===== src/rtl/keypad_time_loader.sv =====
// Assembles keypad digits into an MM:SS cook time and counts it down once per
// TICK_DIV cycles, pulsing fim when the countdown reaches 00:00.
module keypad_time_loader #(
  parameter int TICK_DIV = 100
) (
  input  logic       Clock,
  input  logic       Clear,
  input  logic [3:0] digito,
  input  logic       digito_valido,
  input  logic       iniciar,
  input  logic       pausar,
  output logic [3:0] mm_dez,
  output logic [3:0] mm_uni,
  output logic [3:0] ss_dez,
  output logic [3:0] ss_uni,
  output logic       ativo,
  output logic       fim
);

  localparam int PW = (TICK_DIV > 1) ? $clog2(TICK_DIV) : 1;
  localparam logic [PW-1:0] PRESC_LAST = PW'(TICK_DIV - 1);

  typedef enum logic [1:0] {IDLE, CONTANDO, PAUSADO} state_t;

  state_t        state_reg, state_next;
  logic [PW-1:0] presc_reg, presc_next;
  logic          valid_prev_reg;
  logic [3:0]    md_reg, mu_reg, sd_reg, su_reg;
  logic [3:0]    md_next, mu_next, sd_next, su_next;
  logic          ativo_reg, ativo_next;
  logic          fim_reg, fim_next;

  logic [3:0]    dec_md, dec_mu, dec_sd, dec_su;
  logic          keypress, time_zero, dec_zero;

  assign keypress  = digito_valido && !valid_prev_reg;
  assign time_zero = ({md_reg, mu_reg, sd_reg, su_reg} == 16'd0);

  // One-second BCD decrement; seconds tens borrow reloads 5, units reload 9.
  always_comb begin
    dec_md = md_reg;
    dec_mu = mu_reg;
    dec_sd = sd_reg;
    dec_su = su_reg;
    if (su_reg != 4'd0) begin
      dec_su = su_reg - 4'd1;
    end else begin
      dec_su = 4'd9;
      if (sd_reg != 4'd0) begin
        dec_sd = sd_reg - 4'd1;
      end else begin
        dec_sd = 4'd5;
        if (mu_reg != 4'd0) begin
          dec_mu = mu_reg - 4'd1;
        end else begin
          dec_mu = 4'd9;
          dec_md = md_reg - 4'd1;
        end
      end
    end
  end

  assign dec_zero = ({dec_md, dec_mu, dec_sd, dec_su} == 16'd0);

  always_comb begin
    state_next = state_reg;
    presc_next = presc_reg;
    md_next    = md_reg;
    mu_next    = mu_reg;
    sd_next    = sd_reg;
    su_next    = su_reg;
    fim_next   = 1'b0;
    unique case (state_reg)
      IDLE: begin
        if (pausar) begin
          md_next = 4'd0;
          mu_next = 4'd0;
          sd_next = 4'd0;
          su_next = 4'd0;
        end else if (iniciar) begin
          if (!time_zero) begin
            state_next = CONTANDO;
            presc_next = '0;
          end
        end else if (keypress && (digito <= 4'd9)) begin
          md_next = mu_reg;
          mu_next = sd_reg;
          sd_next = su_reg;
          su_next = digito;
        end
      end
      CONTANDO: begin
        // Pausing freezes the prescaler so the partial second survives resume.
        if (pausar) begin
          state_next = PAUSADO;
        end else if (presc_reg == PRESC_LAST) begin
          presc_next = '0;
          md_next    = dec_md;
          mu_next    = dec_mu;
          sd_next    = dec_sd;
          su_next    = dec_su;
          if (dec_zero) begin
            fim_next   = 1'b1;
            state_next = IDLE;
          end
        end else begin
          presc_next = presc_reg + PW'(1);
        end
      end
      PAUSADO: begin
        if (pausar) begin
          state_next = IDLE;
          md_next    = 4'd0;
          mu_next    = 4'd0;
          sd_next    = 4'd0;
          su_next    = 4'd0;
        end else if (iniciar) begin
          state_next = CONTANDO;
        end
      end
      default: state_next = IDLE;
    endcase
    ativo_next = (state_next == CONTANDO);
  end

  always_ff @(posedge Clock) begin
    if (Clear) begin
      state_reg      <= IDLE;
      presc_reg      <= '0;
      valid_prev_reg <= 1'b0;
      md_reg         <= 4'd0;
      mu_reg         <= 4'd0;
      sd_reg         <= 4'd0;
      su_reg         <= 4'd0;
      ativo_reg      <= 1'b0;
      fim_reg        <= 1'b0;
    end else begin
      state_reg      <= state_next;
      presc_reg      <= presc_next;
      valid_prev_reg <= digito_valido;
      md_reg         <= md_next;
      mu_reg         <= mu_next;
      sd_reg         <= sd_next;
      su_reg         <= su_next;
      ativo_reg      <= ativo_next;
      fim_reg        <= fim_next;
    end
  end

  assign mm_dez = md_reg;
  assign mm_uni = mu_reg;
  assign ss_dez = sd_reg;
  assign ss_uni = su_reg;
  assign ativo  = ativo_reg;
  assign fim    = fim_reg;

endmodule


===== config.mk =====
export PLATFORM = sky130hd
export DESIGN_NAME = keypad_time_loader
export DESIGN_NICKNAME = d
export VERILOG_FILES = /design/src/rtl/keypad_time_loader.sv
export SDC_FILE = /design/constraint.sdc
export NUM_CORES = 1
export LEC_CHECK = 0
export BUFFER_PORTS_ARGS = -buffer_cell sky130_fd_sc_hd__buf_4
export CORE_MARGIN = 3
export CORE_UTILIZATION = 61
export DETAILED_ROUTE_END_ITERATION = 7
export PLACE_DENSITY_LB_ADDON = 0.12
export SETUP_SLACK_MARGIN = 0.02
export SLEW_MARGIN = 5
export SYNTH_ARGS = -nofsm -noshare
export SYNTH_HDL_FRONTEND = slang
export SYNTH_SLANG_ARGS = --single-unit

===== constraint.sdc =====
create_clock -name Clock -period 3.1 [get_ports Clock]
set_input_delay 0.31 -clock Clock [delete_from_list [all_inputs] [get_ports Clock]]
set_output_delay 0.31 -clock Clock [all_outputs]
set_load 0.005 [all_outputs]

==> impl_metrics.yaml, run 1 <==
status:
  outcome: "finished clean"
sta:
  min_period_ns: 2.33
  drv_slew: 0
  fin_tns_setup_ns: 0
  skew_ns: 0.00307
  relSlewSlack: 0.565
  fin_crit_sh: 0.752
  setup_viol: 0
  fmax_ghz: 0.429
  rsz0062_at_grt: "no"
  finalHoldViolations: 0
  tightest_slew_ns: 0.647
clock_tree:
  cts.sinks: 28
  tritoncts: "done"
  htree_num_levels: 1
  clockBufferDepth: 2
  clk_latency_ns: 0.33
  cts_hold_buf: 0
  clk_pin_slew_ns: 0.15
  root_buffer: "clkbuf_4"
  cts_post_setup_buffers_inserted: 0
  cts_made_buffers: 3
  post_cts_resized: 0
yosys:
  synth_xor_area_frac: 0.0335
  postSynth.asyncResetShare: 0
  yosys-mux-area-fraction: 0.0178
  synth_edf_count: 0
  netlist-cell-type-count: 58
  synth_top_family_by_area: "simple AND/OR/NAND/NOR gates"
  synth_compound_area_frac: 0.263
  syn_avg_cell_area_um2: 8.02
  synth_seq_cells: 28
  ys_seq_area_frac: 0.306
  synthSimpleGateAreaFrac: 0.269
  syn_area_um2: 1830
  syn_nets: 244
  ys_warn_count: 0
  synth_cells: 228
  synth_adder_area_share: 0.0479
  ys.flop_type: "dfxtp_1"
routing:
  wl_met1_um: 1890
  wl_met2_um: 2040
  dr.pass1.iters: 4
  drt_wl_total_um: 4140
  wl_per_cell_um: 14.9
  drt-initial-drc-count: 142
  top_layer_used: "met4"
  wl_met3_um: 173
  vias_per_cell: 6.19
  drc: 0
  vias: 1716
  drtAntennaViolNets: 0
layout:
  syn_to_final_growth_pct: 11.1
  final_nets: 263
  fin_area_um2: 2030
  fill_cells: 238
  drive_gt1_frac: 0.199
  num_antenna_cells: 0
  largest_register_ffs: 7
worst_setup_path:
  rrSetupSlack_ns: 0.77
  rr_worst_depth: 8
  startpoint_type: "flop"
  slowest_delay_ns: 0.38
  reg2reg_to: "presc_reg[5]"
  crit_arrival_ns: 2.60
  critPathBufInv: 1
  crit_type: "flop to flop"
  crit_family: "compound AO/OA/AOI/OAI gates"
  worstSetupEndpointType: "flop"
  crit_chain: "inv_1, ha_1, nor2_1, a211o_1, a41oi_2, nand4_2, or3_1, a21oi_1"
  worstReg2RegStart: "state_reg[0]"
  worst_ep_required_time_ns: 3.37
  worstPathMaxFanout: 11
  slowest_stage: "dfxtp_1"
global_routing:
  grt_pass1_vias: 1489
  grt-ovfl-total: 0
  grt_pass1_wl_um: 6840
  grt_max_degree: 24
  track_usage: 0.236
  grt_antenna_before_repair: 0
floorplanning:
  rows: 19
  die_w_um: 60.8
  ios: 27
  core_um2: 2810
  die_h_um: 60.8
  die-area_um2: 3690
  initial_core_util: 0.652
power:
  p_seq_frac: 0.288
  swShare: 0.484
  power.share.clock: 0.084
  p_leak_nw: 0.788
  internal_power_mw: 1.10
  powerDensity_nw_per_um2: 1050
  ir_drop_mv: 0.678
  pwr-share-comb: 0.628
  switchingPower_mw: 1.03
min_path:
  hold_end: "valid_prev_reg"
  hold_class: "primary input to flop"
  hp-start: "digito_valido"
  holdPathStages: 2
placed_design:
  dp_hpwl_um: 2930
  place_congestion: 0.912
  dpl_cell_area_um2: 2000
  portBuffers: 26
run:
  drv_cap: 0
-- placed cells by master, fill, tap and decap left out, types with 5 or more instances in the layout --
| cell type | count |
|---|---|
| dfxtp_1 | 28 |
| buf_4 | 27 |
| nor2_1 | 26 |
| nand2_1 | 21 |
| a21oi_1 | 20 |
| o21ai_0 | 13 |
| inv_1 | 10 |
| nor3_1 | 7 |
| ha_1 | 7 |
| a211oi_1 | 5 |
| or3_1 | 5 |
-- power groups by stage --
| stage | sequential, mW | clock, mW | combinational, mW |
|---|---|---|---|
| 3_5_place_dp | 0.620 | 0 | 1.31 |
| 4_1_cts | 0.611 | 0.182 | 1.33 |
| 5_1_grt | 0.631 | 0.193 | 1.46 |
| 6_report | 0.613 | 0.178 | 1.33 |
| 3_3_place_gp | 0.617 | 0 | 1.30 |
| 2_1_floorplan | 0.580 | 0 | 1.10 |
-- cells in the mapped netlist (2+ instances only) --
cell type | count | area share
dfxtp_1 | 28 | 0.31
nor2_1 | 26 | 0.053
nand2_1 | 21 | 0.043
a21oi_1 | 20 | 0.055
o21ai_0 | 13 | 0.036
inv_1 | 10 | 0.021
ha_1 | 7 | 0.048
nor3_1 | 7 | 0.019
a211oi_1 | 5 | 0.021
clkbuf_1 | 5 | 0.010
or3_1 | 5 | 0.017
a221oi_1 | 4 | 0.019
nand3_1 | 4 | 0.011
nor4_1 | 4 | 0.014
o22ai_1 | 4 | 0.014
xnor2_1 | 4 | 0.019
a31oi_1 | 3 | 0.010
buf_2 | 3 | 0.0082
nand2b_1 | 3 | 0.010
nand4_1 | 3 | 0.010
xor2_1 | 3 | 0.014
a211oi_2 | 2 | 0.014
and2_1 | 2 | 0.0068
and3_1 | 2 | 0.0068
buf_4 | 2 | 0.0082
buf_6 | 2 | 0.012
mux2_2 | 2 | 0.012
nor4_2 | 2 | 0.014
nor4b_1 | 2 | 0.0096
o32ai_1 | 2 | 0.0096
-- final cells by class --
| class | instances | area, µm² | area share |
|---|---|---|---|
| clock buffers | 4 | 36.3 | 0.0179 |
| inverters | 10 | 37.5 | 0.0185 |
| multi-input cells | 177 | 1160 | 0.569 |
| flip-flops and latches | 28 | 561 | 0.276 |
| well taps | 31 | 38.8 | 0.0191 |
| repair buffers | 27 | 203 | 0.0998 |
-- stage by stage --
stage / utilization / hold slack (ns) / total power [mW] / setup WS, ns / cells
after detailed placement: 0.711 / 0.478 / 1.93 / 0.812 / 273
after CTS: 0.724 / 0.199 / 2.12 / 0.789 / 277
after global routing: 0.724 / 0.227 / 2.29 / 0.591 / 277
final: 0.724 / 0.198 / 2.12 / 0.768 / 277
after global placement: 0.711 / 0.472 / 1.92 / 0.894 / 273
after floorplan: - / 0.438 / 1.68 / 0.972 / 228
-- worst max-delay path by stage --
stage,start,endpoint,slack [ns],cells past startpoint
final,state_reg[0],presc_reg[5],0.77,8
after global routing,state_reg[0],mm_dez[2],0.59,8
after CTS,state_reg[0],presc_reg[5],0.79,8
after detailed placement,state_reg[0],presc_reg[5],0.81,8
after global placement,state_reg[1],presc_reg[5],0.89,8
after floorplan,state_reg[0],presc_reg[5],0.97,8
-- routing by layer --
layer / vias up / global-route usage
met2: 42 / 0.408
met4: 0 / 0.0464
met5: - / 0
li1: 877 / -
met3: 4 / 0.0191
met1: 793 / 0.323
-- cell families (layout without fill, tap and decap cells) --
kind of cell / after synthesis / count (layout)
DFF: 28 / 28
adders and majority gates: 7 / 7
muxes: 3 / 3
and+or+nand+nor: 92 / 92
xor gates and xnor gates: 7 / 7
AOI/OAI and AO/OA: 68 / 68
buffers and inverters: 23 / 41
No activity file was read; power rests on OpenSTA's default activity.
==> run 2: changes to the inputs <==
- CORE_UTILIZATION: 61 -> 51
- clock period: 3.1 -> 1.9 ns (I/O delays scaled with it)
==> impl_metrics.yaml, run 2 (same netlist as run 1, synthesis figures left out) <==
status:
  outcome: "finished clean"
clock_tree:
  clk_latency_ns: 0.33
  clk_pin_slew_ns: 0.16
  cts_hold_buf: 0
  cts.sinks: 28
  tritoncts: "done"
  htree_num_levels: 1
  cts_made_buffers: 3
  clockBufferDepth: 2
  root_buffer: "clkbuf_4"
layout:
  final_nets: 302
  mostFrequentLayoutCell: "buf_4"
  drive_gt1_frac: 0.389
  syn_to_final_growth_pct: 34.9
  final_cells: 331
  final_core_util: 0.728
  num_antenna_cells: 0
  final_cell_mix: "65 x buf_4, 25 x nor2_1, 21 x dfxtp_1, 20 x nand2_1, 19 x a21oi_1"
  largest_register_ffs: 7
worst_setup_path:
  crit_family: "simple AND/OR/NAND/NOR gates"
  worstPathMaxFanout: 5
  critPathBufInv: 0
  crit_type: "flop to flop"
  slowest_stage: "nor4_4"
  startpoint_type: "flop"
  worst_ep_required_time_ns: 2.14
  crit_chain: "nor4_4, nand2_2, or3_4, or3_1, o211ai_2, a221oi_2"
  slowest_delay_ns: 0.41
  worstSetupEndpointType: "flop"
  crit_arrival_ns: 2.11
sta:
  fmax_ghz: 0.534
  tightest_slew_ns: 0.475
  relSlewSlack: 0.683
  worst_slack_ns: 0.0264
  skew_ns: 0.00384
  min_period_ns: 1.87
  finalHoldViolations: 0
  fin_crit_sh: 0.986
  drv_slew: 0
  setup_viol: 0
  rsz0062_at_grt: "yes"
placed_design:
  place_ws_ns: -0.0180
  dp_hpwl_um: 3530
  place_inst: 321
  portBuffers: 26
  place_congestion: 0.863
routing:
  drc: 0
  drtAntennaViolNets: 0
  vias: 1932
  vias_per_cell: 5.84
  wl_per_cell_um: 15.0
  drt-initial-drc-count: 169
  dr.pass1.iters: 5
  drt_wl_total_um: 4960
min_path:
  hold_class: "primary input to flop"
floorplanning:
  die_h_um: 65.9
  ios: 27
  die_w_um: 65.9
  initial_core_util: 0.540
  core_um2: 3390
  die-area_um2: 4340
  rows: 21
global_routing:
  grt_pass1_wl_um: 7840
  track_usage: 0.228
  grt_max_degree: 24
  grt_antenna_before_repair: 0
  grt-ovfl-total: 0
  grt_pass1_vias: 1672
run:
  drv_cap: 0
power:
  ir_drop_mv: 0.756
  p_leak_nw: 1.01
  power_mw: 4.42
  powerDensity_nw_per_um2: 1790
## run 2: power breakdown
part	switching [mW]	internal, mW	total [mW]
sequential	0.158	0.760	0.917
clock	0.189	0.117	0.306
combinational	1.64	1.56	3.20
total	1.98	2.44	4.42
## run 2: stage by stage
step           setup TNS [ns]  hold WS (ns)  instance area [µm²]
6_report                    0        0.0704                 2470
5_1_grt               -0.0729         0.121                 2470
4_1_cts                     0        0.0781                 2340
3_5_place_dp          -0.0206         0.429                 2280
3_3_place_gp                0         0.425                 2280
2_1_floorplan               0         0.318                 1850
## run 2: layer usage
layer / GRT usage / share of wire / vias up
met5: 0 / 0 / -
met4: 0.0596 / 0.015 / 0
met3: 0.0289 / 0.051 / 13
met2: 0.367 / 0.46 / 63
met1: 0.320 / 0.47 / 903
li1: - / - / 953
## run 2: layout make-up
cell class	count	area, µm²
multi-input cells	178	1270
fillers	253	922
flip-flops and latches	28	577
repair buffers	65	488
well taps	46	57.6
inverters	10	42.5
clock buffers	4	36.3
## run 2: final timing paths
path	slack (ns)	to	cells after the start	startpoint
setup reg to reg	0.03	mm_uni[3]	6	ss_uni[1]
setup / recovery	0.03	mm_uni[3]	6	ss_uni[1]
hold reg to reg	0.51	presc_reg[6]	2	presc_reg[6]
hold / removal	0.07	valid_prev_reg	2	digito_valido
## run 2: worst reg2reg max path, stage by stage (launching register included)
cell	delay [ns]
dfxtp_4	0.39
nor4_4	0.41
nand2_2	0.12
or3_4	0.37
or3_1	0.33
o211ai_2	0.09
a221oi_2	0.07
## run 2: timing repair
action                     in CTS  in global routing
cloned                          0                  1
gates resized for setup         4                 25
buffers inserted                0                  5
pin swaps                       0                  9
setup endpoints to repair      16                 27
==> run 3: changes to the inputs <==
- BUFFER_PORTS_ARGS: -buffer_cell sky130_fd_sc_hd__buf_4 -> not set
- CORE_MARGIN: 3 -> not set
- CORE_UTILIZATION: 51 -> 57
- DONT_BUFFER_PORTS: not set -> 1
==> impl_metrics.yaml, run 3 (same netlist as run 1, synthesis figures left out) <==
floorplanning:
  rows: 20
  die-area_um2: 3440
  core_um2: 3050
  initial_core_util: 0.599
  die_h_um: 58.7
  die_w_um: 58.7
  ios: 27
clock_tree:
  clk_latency_ns: 0.33
  tritoncts: "done"
  cts_made_buffers: 3
  clk_pin_slew_ns: 0.16
  cts.sinks: 28
  htree_num_levels: 1
  cts_hold_buf: 1
  root_buffer: "clkbuf_4"
  clockBufferDepth: 2
sta:
  fin_crit_sh: 0.987
  setup_viol: 0
  fmax_ghz: 0.533
  finalHoldViolations: 17
  min_period_ns: 1.88
  relSlewSlack: 0.699
  fin_tns_setup_ns: 0
  rsz0062_at_grt: "yes"
  worst_slack_ns: 0.0243
  drv_slew: 0
  tightest_slew_ns: 0.450
  skew_ns: 0.00339
  holdWs_ns: -0.113
global_routing:
  grt_max_degree: 24
  grt-ovfl-total: 0
  grt_pass1_vias: 1669
  grt_pass1_wl_um: 7450
  track_usage: 0.281
  grt_antenna_before_repair: 0
worst_setup_path:
  rr_worst_depth: 7
  reg2reg_to: "presc_reg[6]"
  crit_type: "flop to flop"
  worstReg2RegStart: "state_reg[0]"
  worstPathMaxFanout: 8
  startpoint_type: "flop"
  crit_arrival_ns: 2.16
  rrSetupSlack_ns: 0.02
  worstSetupEndpointType: "flop"
  worst_ep_required_time_ns: 2.18
routing:
  vias: 1874
  drt_wl_total_um: 4920
  wl_per_cell_um: 16.4
  vias_per_cell: 6.23
  dr.pass1.iters: 4
  drt-initial-drc-count: 169
  drc: 0
  drtAntennaViolNets: 0
layout:
  ff_latch_area_um2: 568
  fin_area_um2: 2300
  fill_cells: 230
  multi_input_area_um2: 1310
  drive_gt1_frac: 0.335
  num_antenna_cells: 0
  syn_to_final_growth_pct: 25.6
  mostFrequentLayoutCell: "buf_4"
  final_nets: 274
  largest_register_ffs: 7
  final_cell_mix: "35 x buf_4, 25 x nor2_1, 24 x dfxtp_1, 20 x a21oi_1, 19 x nand2_1"
status:
  outcome: "complete, but fails checks"
  violations: "negative hold slack"
placed_design:
  dpl_cell_area_um2: 2050
  portBuffers: 0
  place_congestion: 0.854
  place_ws_ns: -0.0132
  dp_hpwl_um: 3380
power:
  powerDensity_nw_per_um2: 1870
  p_leak_nw: 0.882
  ir_drop_mv: 0.826
min_path:
  hold_class: "primary input to flop"
  hold_end: "ss_uni[2]"
  hp-start: "Clear"
  holdPathStages: 1
run:
  drv_cap: 0
[run 3: cell count changes in the layout (fill, tap and decap cells not counted), moves of 2 or more]
| cell | previous run | this run |
|---|---|---|
| a221oi_1 | 4 | 1 |
| a221oi_2 | 1 | 4 |
| buf_4 | 65 | 35 |
| dfxtp_1 | 21 | 24 |
| dfxtp_4 | 3 | 1 |
[run 3: worst max-delay path: stages (launching register included)]
cell and delay [ns]:
dfxtp_4 0.43, inv_4 0.05, ha_4 0.19, a211o_1 0.30, a41oi_4 0.21, nand4_2 0.15
or3_1 0.36, a21oi_1 0.12
[run 3: worst max path at each step]
stage,startpoint,end,slack (ns),cells after the start
2_1_floorplan,state_reg[0],presc_reg[6],0.006,8
3_3_place_gp,ss_uni[2],presc_reg[6],0.06,6
3_5_place_dp,state_reg[0],presc_reg[6],-0.01,7
4_1_cts,ss_uni[2],state_reg[1],0.006,6
5_1_grt,state_reg[0],presc_reg[6],-0.08,7
6_report,state_reg[0],presc_reg[6],0.02,7
[run 3: layout make-up]
| class | instances | share of cell area |
|---|---|---|
| inverter | 10 | 0.0185 |
| timing repair buffer | 38 | 0.126 |
| multi-input combinational | 177 | 0.569 |
| tap | 44 | 0.0240 |
| clock buffer | 4 | 0.0158 |
| sequential | 28 | 0.247 |
[run 3: timing repair]
item                                   4_1_cts  5_1_grt
setup endpoints to repair                   13       27
endpoints found under the hold margin       18       17
pin swaps                                    0        9
setup buffers                                0        6
resized for setup                            5       28
cloned                                       0        1
[run 3: power by group]
group / switching, mW / leakage, nW / internal (mW)
logic: 1.65 / 0.631 / 1.40
clock network: 0.189 / 0.0210 / 0.117
registers: 0.174 / 0.230 / 0.753
total: 2.02 / 0.882 / 2.27
[run 3: routing by layer]
layer / share of wire / GRT usage
met1: 0.42 / 0.360
met2: 0.49 / 0.489
met3: 0.068 / 0.0308
met4: 0.019 / 0.0986
met5: 0 / 0
[run 3: per-stage QoR]
step                total power [mW]  cells   util
finish                          4.29    301  0.752
global route                    4.60    301  0.752
CTS                             3.83    294  0.697
detailed placement              3.45    289  0.672
global placement                3.37    289  0.672
floorplan                       2.80    228      -
